===== src/rtl/imm_gen_stage.sv =====
// Immediate-generation stage for the rv32i/rv64i decode path: opcode decode, format
// classification and XLEN-wide immediate extension behind a two-entry skid buffer.
module imm_gen_stage #(
   parameter int unsigned XLEN      = 32,
   parameter int unsigned TAG_WIDTH = 32
) (
   input  logic                 clk_i,
   input  logic                 rst_ni,
   input  logic                 flush_i,
   input  logic                 in_valid_i,
   output logic                 in_ready_o,
   input  logic [31:0]          inst_i,
   input  logic [TAG_WIDTH-1:0] tag_i,
   output logic                 out_valid_o,
   input  logic                 out_ready_i,
   output logic [31:0]          inst_o,
   output logic [TAG_WIDTH-1:0] tag_o,
   output logic [XLEN-1:0]      imm_o,
   output logic [2:0]           fmt_o,
   output logic                 illegal_o
);

   localparam logic [6:0] OpLoad    = 7'b0000011;
   localparam logic [6:0] OpMiscMem = 7'b0001111;
   localparam logic [6:0] OpAluI    = 7'b0010011;
   localparam logic [6:0] OpAuipc   = 7'b0010111;
   localparam logic [6:0] OpImm32   = 7'b0011011;
   localparam logic [6:0] OpStore   = 7'b0100011;
   localparam logic [6:0] OpAlu     = 7'b0110011;
   localparam logic [6:0] OpLui     = 7'b0110111;
   localparam logic [6:0] OpAlu32   = 7'b0111011;
   localparam logic [6:0] OpBranch  = 7'b1100011;
   localparam logic [6:0] OpJalr    = 7'b1100111;
   localparam logic [6:0] OpJal     = 7'b1101111;
   localparam logic [6:0] OpSystem  = 7'b1110011;

   localparam logic [2:0] FmtNone = 3'd0;
   localparam logic [2:0] FmtI    = 3'd1;
   localparam logic [2:0] FmtS    = 3'd2;
   localparam logic [2:0] FmtB    = 3'd3;
   localparam logic [2:0] FmtU    = 3'd4;
   localparam logic [2:0] FmtJ    = 3'd5;
   localparam logic [2:0] FmtZ    = 3'd6;

   typedef struct packed {
      logic [31:0]          inst;
      logic [TAG_WIDTH-1:0] tag;
      logic [XLEN-1:0]      imm;
      logic [2:0]           fmt;
      logic                 ill;
   } entry_t;

   logic [31:0] imm32;
   logic [2:0]  fmt_dec;
   logic        ill_dec;
   entry_t      in_entry;

   // Every legal opcode ends in 2'b11, so a bad inst[1:0] falls into the default arm.
   always_comb begin
      imm32   = '0;
      fmt_dec = FmtNone;
      ill_dec = 1'b0;
      case (inst_i[6:0])
         OpLoad, OpMiscMem, OpAluI, OpJalr: begin
            fmt_dec = FmtI;
            imm32   = {{20{inst_i[31]}}, inst_i[31:20]};
         end
         OpStore: begin
            fmt_dec = FmtS;
            imm32   = {{20{inst_i[31]}}, inst_i[31:25], inst_i[11:7]};
         end
         OpBranch: begin
            fmt_dec = FmtB;
            imm32   = {{19{inst_i[31]}}, inst_i[31], inst_i[7], inst_i[30:25], inst_i[11:8], 1'b0};
         end
         OpLui, OpAuipc: begin
            fmt_dec = FmtU;
            imm32   = {inst_i[31:12], 12'b0};
         end
         OpJal: begin
            fmt_dec = FmtJ;
            imm32   = {{11{inst_i[31]}}, inst_i[31], inst_i[19:12], inst_i[20], inst_i[30:21],
                       1'b0};
         end
         OpSystem: begin
            if (inst_i[14]) begin
               fmt_dec = FmtZ;
               imm32   = {27'b0, inst_i[19:15]};
            end else begin
               fmt_dec = FmtI;
               imm32   = {{20{inst_i[31]}}, inst_i[31:20]};
            end
         end
         OpAlu: fmt_dec = FmtNone;
         OpImm32: begin
            if (XLEN == 64) begin
               fmt_dec = FmtI;
               imm32   = {{20{inst_i[31]}}, inst_i[31:20]};
            end else begin
               ill_dec = 1'b1;
            end
         end
         OpAlu32: ill_dec = (XLEN != 64);
         default: ill_dec = 1'b1;
      endcase
   end

   // The zimm value has bit 31 clear, so sign extension doubles as its zero extension.
   always_comb begin
      in_entry      = '0;
      in_entry.inst = inst_i;
      in_entry.tag  = tag_i;
      in_entry.imm  = XLEN'($signed(imm32));
      in_entry.fmt  = fmt_dec;
      in_entry.ill  = ill_dec;
   end

   entry_t main_q, main_d, skid_q, skid_d;
   logic   main_valid_q, main_valid_d, skid_valid_q, skid_valid_d;
   logic   accept;

   assign in_ready_o = !skid_valid_q;
   assign accept     = in_valid_i & in_ready_o;

   always_comb begin
      main_d       = main_q;
      skid_d       = skid_q;
      main_valid_d = main_valid_q;
      skid_valid_d = skid_valid_q;
      if (flush_i) begin
         main_valid_d = 1'b0;
         skid_valid_d = 1'b0;
      end else if (!main_valid_q || out_ready_i) begin
         if (skid_valid_q) begin
            main_d       = skid_q;
            main_valid_d = 1'b1;
            skid_valid_d = 1'b0;
         end else if (accept) begin
            main_d       = in_entry;
            main_valid_d = 1'b1;
         end else begin
            main_valid_d = 1'b0;
         end
      end else if (accept) begin
         skid_d       = in_entry;
         skid_valid_d = 1'b1;
      end
   end

   always_ff @(posedge clk_i or negedge rst_ni) begin
      if (!rst_ni) begin
         main_q       <= '0;
         skid_q       <= '0;
         main_valid_q <= 1'b0;
         skid_valid_q <= 1'b0;
      end else begin
         main_q       <= main_d;
         skid_q       <= skid_d;
         main_valid_q <= main_valid_d;
         skid_valid_q <= skid_valid_d;
      end
   end

   assign out_valid_o = main_valid_q;
   assign inst_o      = main_q.inst;
   assign tag_o       = main_q.tag;
   assign imm_o       = main_q.imm;
   assign fmt_o       = main_q.fmt;
   assign illegal_o   = main_q.ill;

endmodule


===== config.mk =====
export PLATFORM = sky130hd
export DESIGN_NAME = imm_gen_stage
export DESIGN_NICKNAME = d
export VERILOG_FILES = /design/src/rtl/imm_gen_stage.sv
export SDC_FILE = /design/constraint.sdc
export NUM_CORES = 1
export LEC_CHECK = 0
export CORE_ASPECT_RATIO = 1.1
export CORE_UTILIZATION = 35
export DETAILED_ROUTE_END_ITERATION = 10
export GPL_TIMING_DRIVEN = 0
export PLACE_DENSITY = 0.57
export SLEW_MARGIN = 20
export SYNTH_ARGS = -nofsm -noshare
export SYNTH_HDL_FRONTEND = slang
export SYNTH_SLANG_ARGS = --single-unit

===== constraint.sdc =====
create_clock -name clk_i -period 1.9 [get_ports clk_i]
set_clock_uncertainty 0.1 [all_clocks]
set_input_delay 0.475 -clock clk_i [delete_from_list [all_inputs] [get_ports clk_i]]
set_output_delay 0.475 -clock clk_i [all_outputs]
set_load 0.02 [all_outputs]

==> results by group <==
Layout
  – Layout Utilization: about 50%
  – Finished Layout Cells: 1465
  – Synthesis-to-finish area growth: 36.0%
  – Share of layout cells above drive strength 1: between 10% and 20%
  – Nets: 1207

Drt
  – Vias per std cell: 5.11
  – WL met1: roughly 12000 um
  – ANT nets after route: 0
  – Drt first pass iters: 4
  – Routed wire length: 26400 um
  – Metal3 WL: 1330 um
  – Met2 Wirelength: 12100 um
  – DR top layer: met4
  – DR iter-0 viols: 436
  – DR WL/cell: 18.0 um
  – Drc violations: 0
  – Routed vias: 7491

STA
  – Fin. max-slew vios: 0
  – Post-route minimum period: just under 2 ns
  – Fin. Hold Viols: 0
  – Post-route worst setup slack: -0.0207 ns
  – Fmax: 521 MHz
  – Slew @ Worst Pin: 0.639 ns
  – Endpoints failing setup: 9
  – Setup TNS: -0.116 ns
  – Unrepaired setup endpoints after global routing: true
  – Worst slew margin: 57.4%
  – Final Cycle Share: 101%

Run status
  – Outcome: complete, but fails checks
  – Violated checks: setup timing

GRT
  – Largest net degree at the start of global routing: 96
  – Initial antenna violation count: 1
  – Total grt overflow: 0
  – GRT Total Usage: 20.7%
  – Vias in the first global route: roughly 7.5k
  – First-pass GRT wire length: 42200 um

Place
  – Placed Cells: 1405
  – Dpl hpwl: 18500 um
  – Post-place setup slack: -1.30 ns
  – GPL Wtd Cong: 0.798
  – IO buf count: 168

Critical path
  – CP Launch Type: input pin
  – CP Capture Type: register
  – CP Max Fanout: 6
  – WS Path Type: input pin to register
  – Req. time, crit path: between 2 and 2.5 ns
  – Critical Path AT: approximately 2.2 ns

Power
  – Total Power: 12000 uW
  – Power Dens Cells: 997 nW/um^2
  – Static leakage: approximately 0.0057 uW
  – Maximum VDD drop: roughly 490 uV

Run
  – Max Cap Viol: 0

Clocking
  – CTS tree: yes
  – CTS clk-pin slew, worst paths: 0.06 ns
  – TritonCTS buffer count: 23
  – Max Root-Sink Buffers: 3
  – Clk root buf: clkbuf_16
  – CTS sink cnt: 202
  – Clock Latency Late Sink: 0.50 ns
  – Max H-tree Level: 1

Yosys
  – Post-synth EDFFs: 0
  – Synth Flop Type: dfrtp_1
  – Mapped Area: 8880 um^2
  – Syn Nets: 994
  – Synth Warn #: 0
  – Async SR Flop Fraction: 100%
  – Mapped Cells: around 930
  – Seq/Total Area, Yosys: between 50% and 60%
  – Syn avg cell area: 9.60 um^2
  – Synth cell types: 49
  – Number of synthesized register bits: 202

Floorplanning
  – # IOs: roughly 170
  – Die width: ~150 um
  – Die height: 169 um
  – Starting Density: 35.9%
  – FP Rows: 60
  – Die Area: 26000 um^2
  – CORE AREA: 24700 um^2

Worst hold path
  – Min-delay worst type: input pin to register
-- state kept, by name, summed over array words and instances (netlist names) --
signal        flops
illegal_o         1
inst_o           32
imm_o            32
skid_q          100
tag_o            32
out_valid_o       1
skid_valid_q      1
fmt_o             3
-- synthesized netlist by cell type (2+ instances only) --
cell type  count  area share [%]
a211oi_1       2            0.17
a21oi_1       17            0.96
a221o_1        6            0.68
a22oi_1        6            0.51
a22oi_2       18             2.5
a31oi_1       21             1.5
and3_1         8            0.56
buf_2          5            0.28
buf_4          3            0.25
buf_6          3            0.38
clkbuf_1      55             2.3
dfrtp_1      202              57
inv_1          2           0.085
mux2i_1       64             7.2
nand2_1      313              13
nand2b_1       5            0.35
nand3_1        2            0.11
nand4b_1       2            0.20
nor2_1        40             1.7
nor2b_1        2            0.14
nor3_1         6            0.34
nor3b_1        2            0.17
nor4_2         2            0.28
o21ai_0      100             5.6
o21ai_1        4            0.23
o22ai_1        8            0.56
o31ai_1        3            0.25
or3_1          2            0.14
or4_1          2            0.17
-- area by class of cell --
type / instances / area [um^2]
Clock buffer: 28 / 624
Buffer: 65 / 467
Multi-Input combinational cell: 653 / 3650
Clock inverter: 13 / 109
Fill cell: 2344 / 12600
Antenna cell: 1 / 2.50
Timing Repair Buffer: 190 / 1760
Tap cell: 310 / 388
Inverter: 3 / 16.3
Sequential cell: 202 / 5060
-- power by group --
group          internal, uW  total (uW)  switching, uW  leakage (uW)
clock                  2490        4320           1830      0.000364
sequential             5050        5440            396       0.00255
combinational           935        2270           1330       0.00279
-- cells by family after synthesis --
kind of cell / count (synthesis) / synth area share (%)
mux: 64 / 7.22
compound gates: 192 / 13.9
buf+inv: 70 / 3.41
simple gates: 397 / 18.5
flops: 202 / 56.9
-- timing repair --
action                     CTS  global route
buffers inserted            18             1
setup endpoints to repair  300           179
pin swaps                   11             5
gates cloned                 1             0
gates resized for setup    207            52
hold buffers                 1             0
hold endpoints to repair    43             0
-- critical path, cell delays in order --
cell and delay, ns:
dlygate4sd2_1 0.26, buf_6 0.14, nand4_1 0.20, nor2_2 0.11, nor4_4 0.50, o21ba_4 0.25
buf_4 0.17, a22oi_2 0.08
-- cells in the final DEF (no fill, tap or decap), drive strengths merged, types with 4 or more instances in the layout --
| master | synthesis | layout |
|---|---|---|
| inv | 2 | 5 |
| nor2 | 41 | 41 |
| nand2 | 313 | 313 |
| clkdlybuf4s50 | 0 | 58 |
| a21oi | 17 | 17 |
| clkinv | 1 | 8 |
| nor3 | 6 | 6 |
| o22ai | 8 | 8 |
| a31oi | 21 | 21 |
| o21ai | 104 | 104 |
| a221o | 6 | 6 |
| nand2b | 6 | 6 |
| dfrtp | 202 | 202 |
| dlygate4sd2 | 0 | 103 |
| mux2i | 64 | 64 |
| clkbuf | 55 | 70 |
| a22oi | 24 | 24 |
| and3 | 8 | 8 |
| buf | 12 | 49 |
| o31ai | 4 | 4 |
-- layer usage --
metal,vias up,track usage (%)
li1,3575,-
met1,3677,29.1
met2,202,33.5
met3,37,3.28
met4,0,5.26
met5,-,0
-- stage by stage --
stage          cell area [um^2]  hold slack (ns)
6_report                  12100            0.195
5_1_grt                   12100            0.198
4_1_cts                   12000            0.220
3_5_place_dp              11100            0.304
3_3_place_gp              11000            0.355
2_1_floorplan              8930           0.0794
-- path summary, 6_finish.rpt --
path                        startpoint    endpoint  slack [ns]  cells past startpoint
max                          inst_i[5]   imm_o[28]       -0.02                      8
min reg2reg                  tag_o[10]   tag_o[10]        0.37                      2
min                          inst_i[1]  skid_q[69]        0.19                      3
max reg2reg                out_valid_o    imm_o[9]        0.03                      5
max in group asynchronous       rst_ni  skid_q[26]        0.52                      3
min in group asynchronous       rst_ni   tag_o[18]        0.37                      2
No activity file was read; power rests on OpenSTA's default activity.
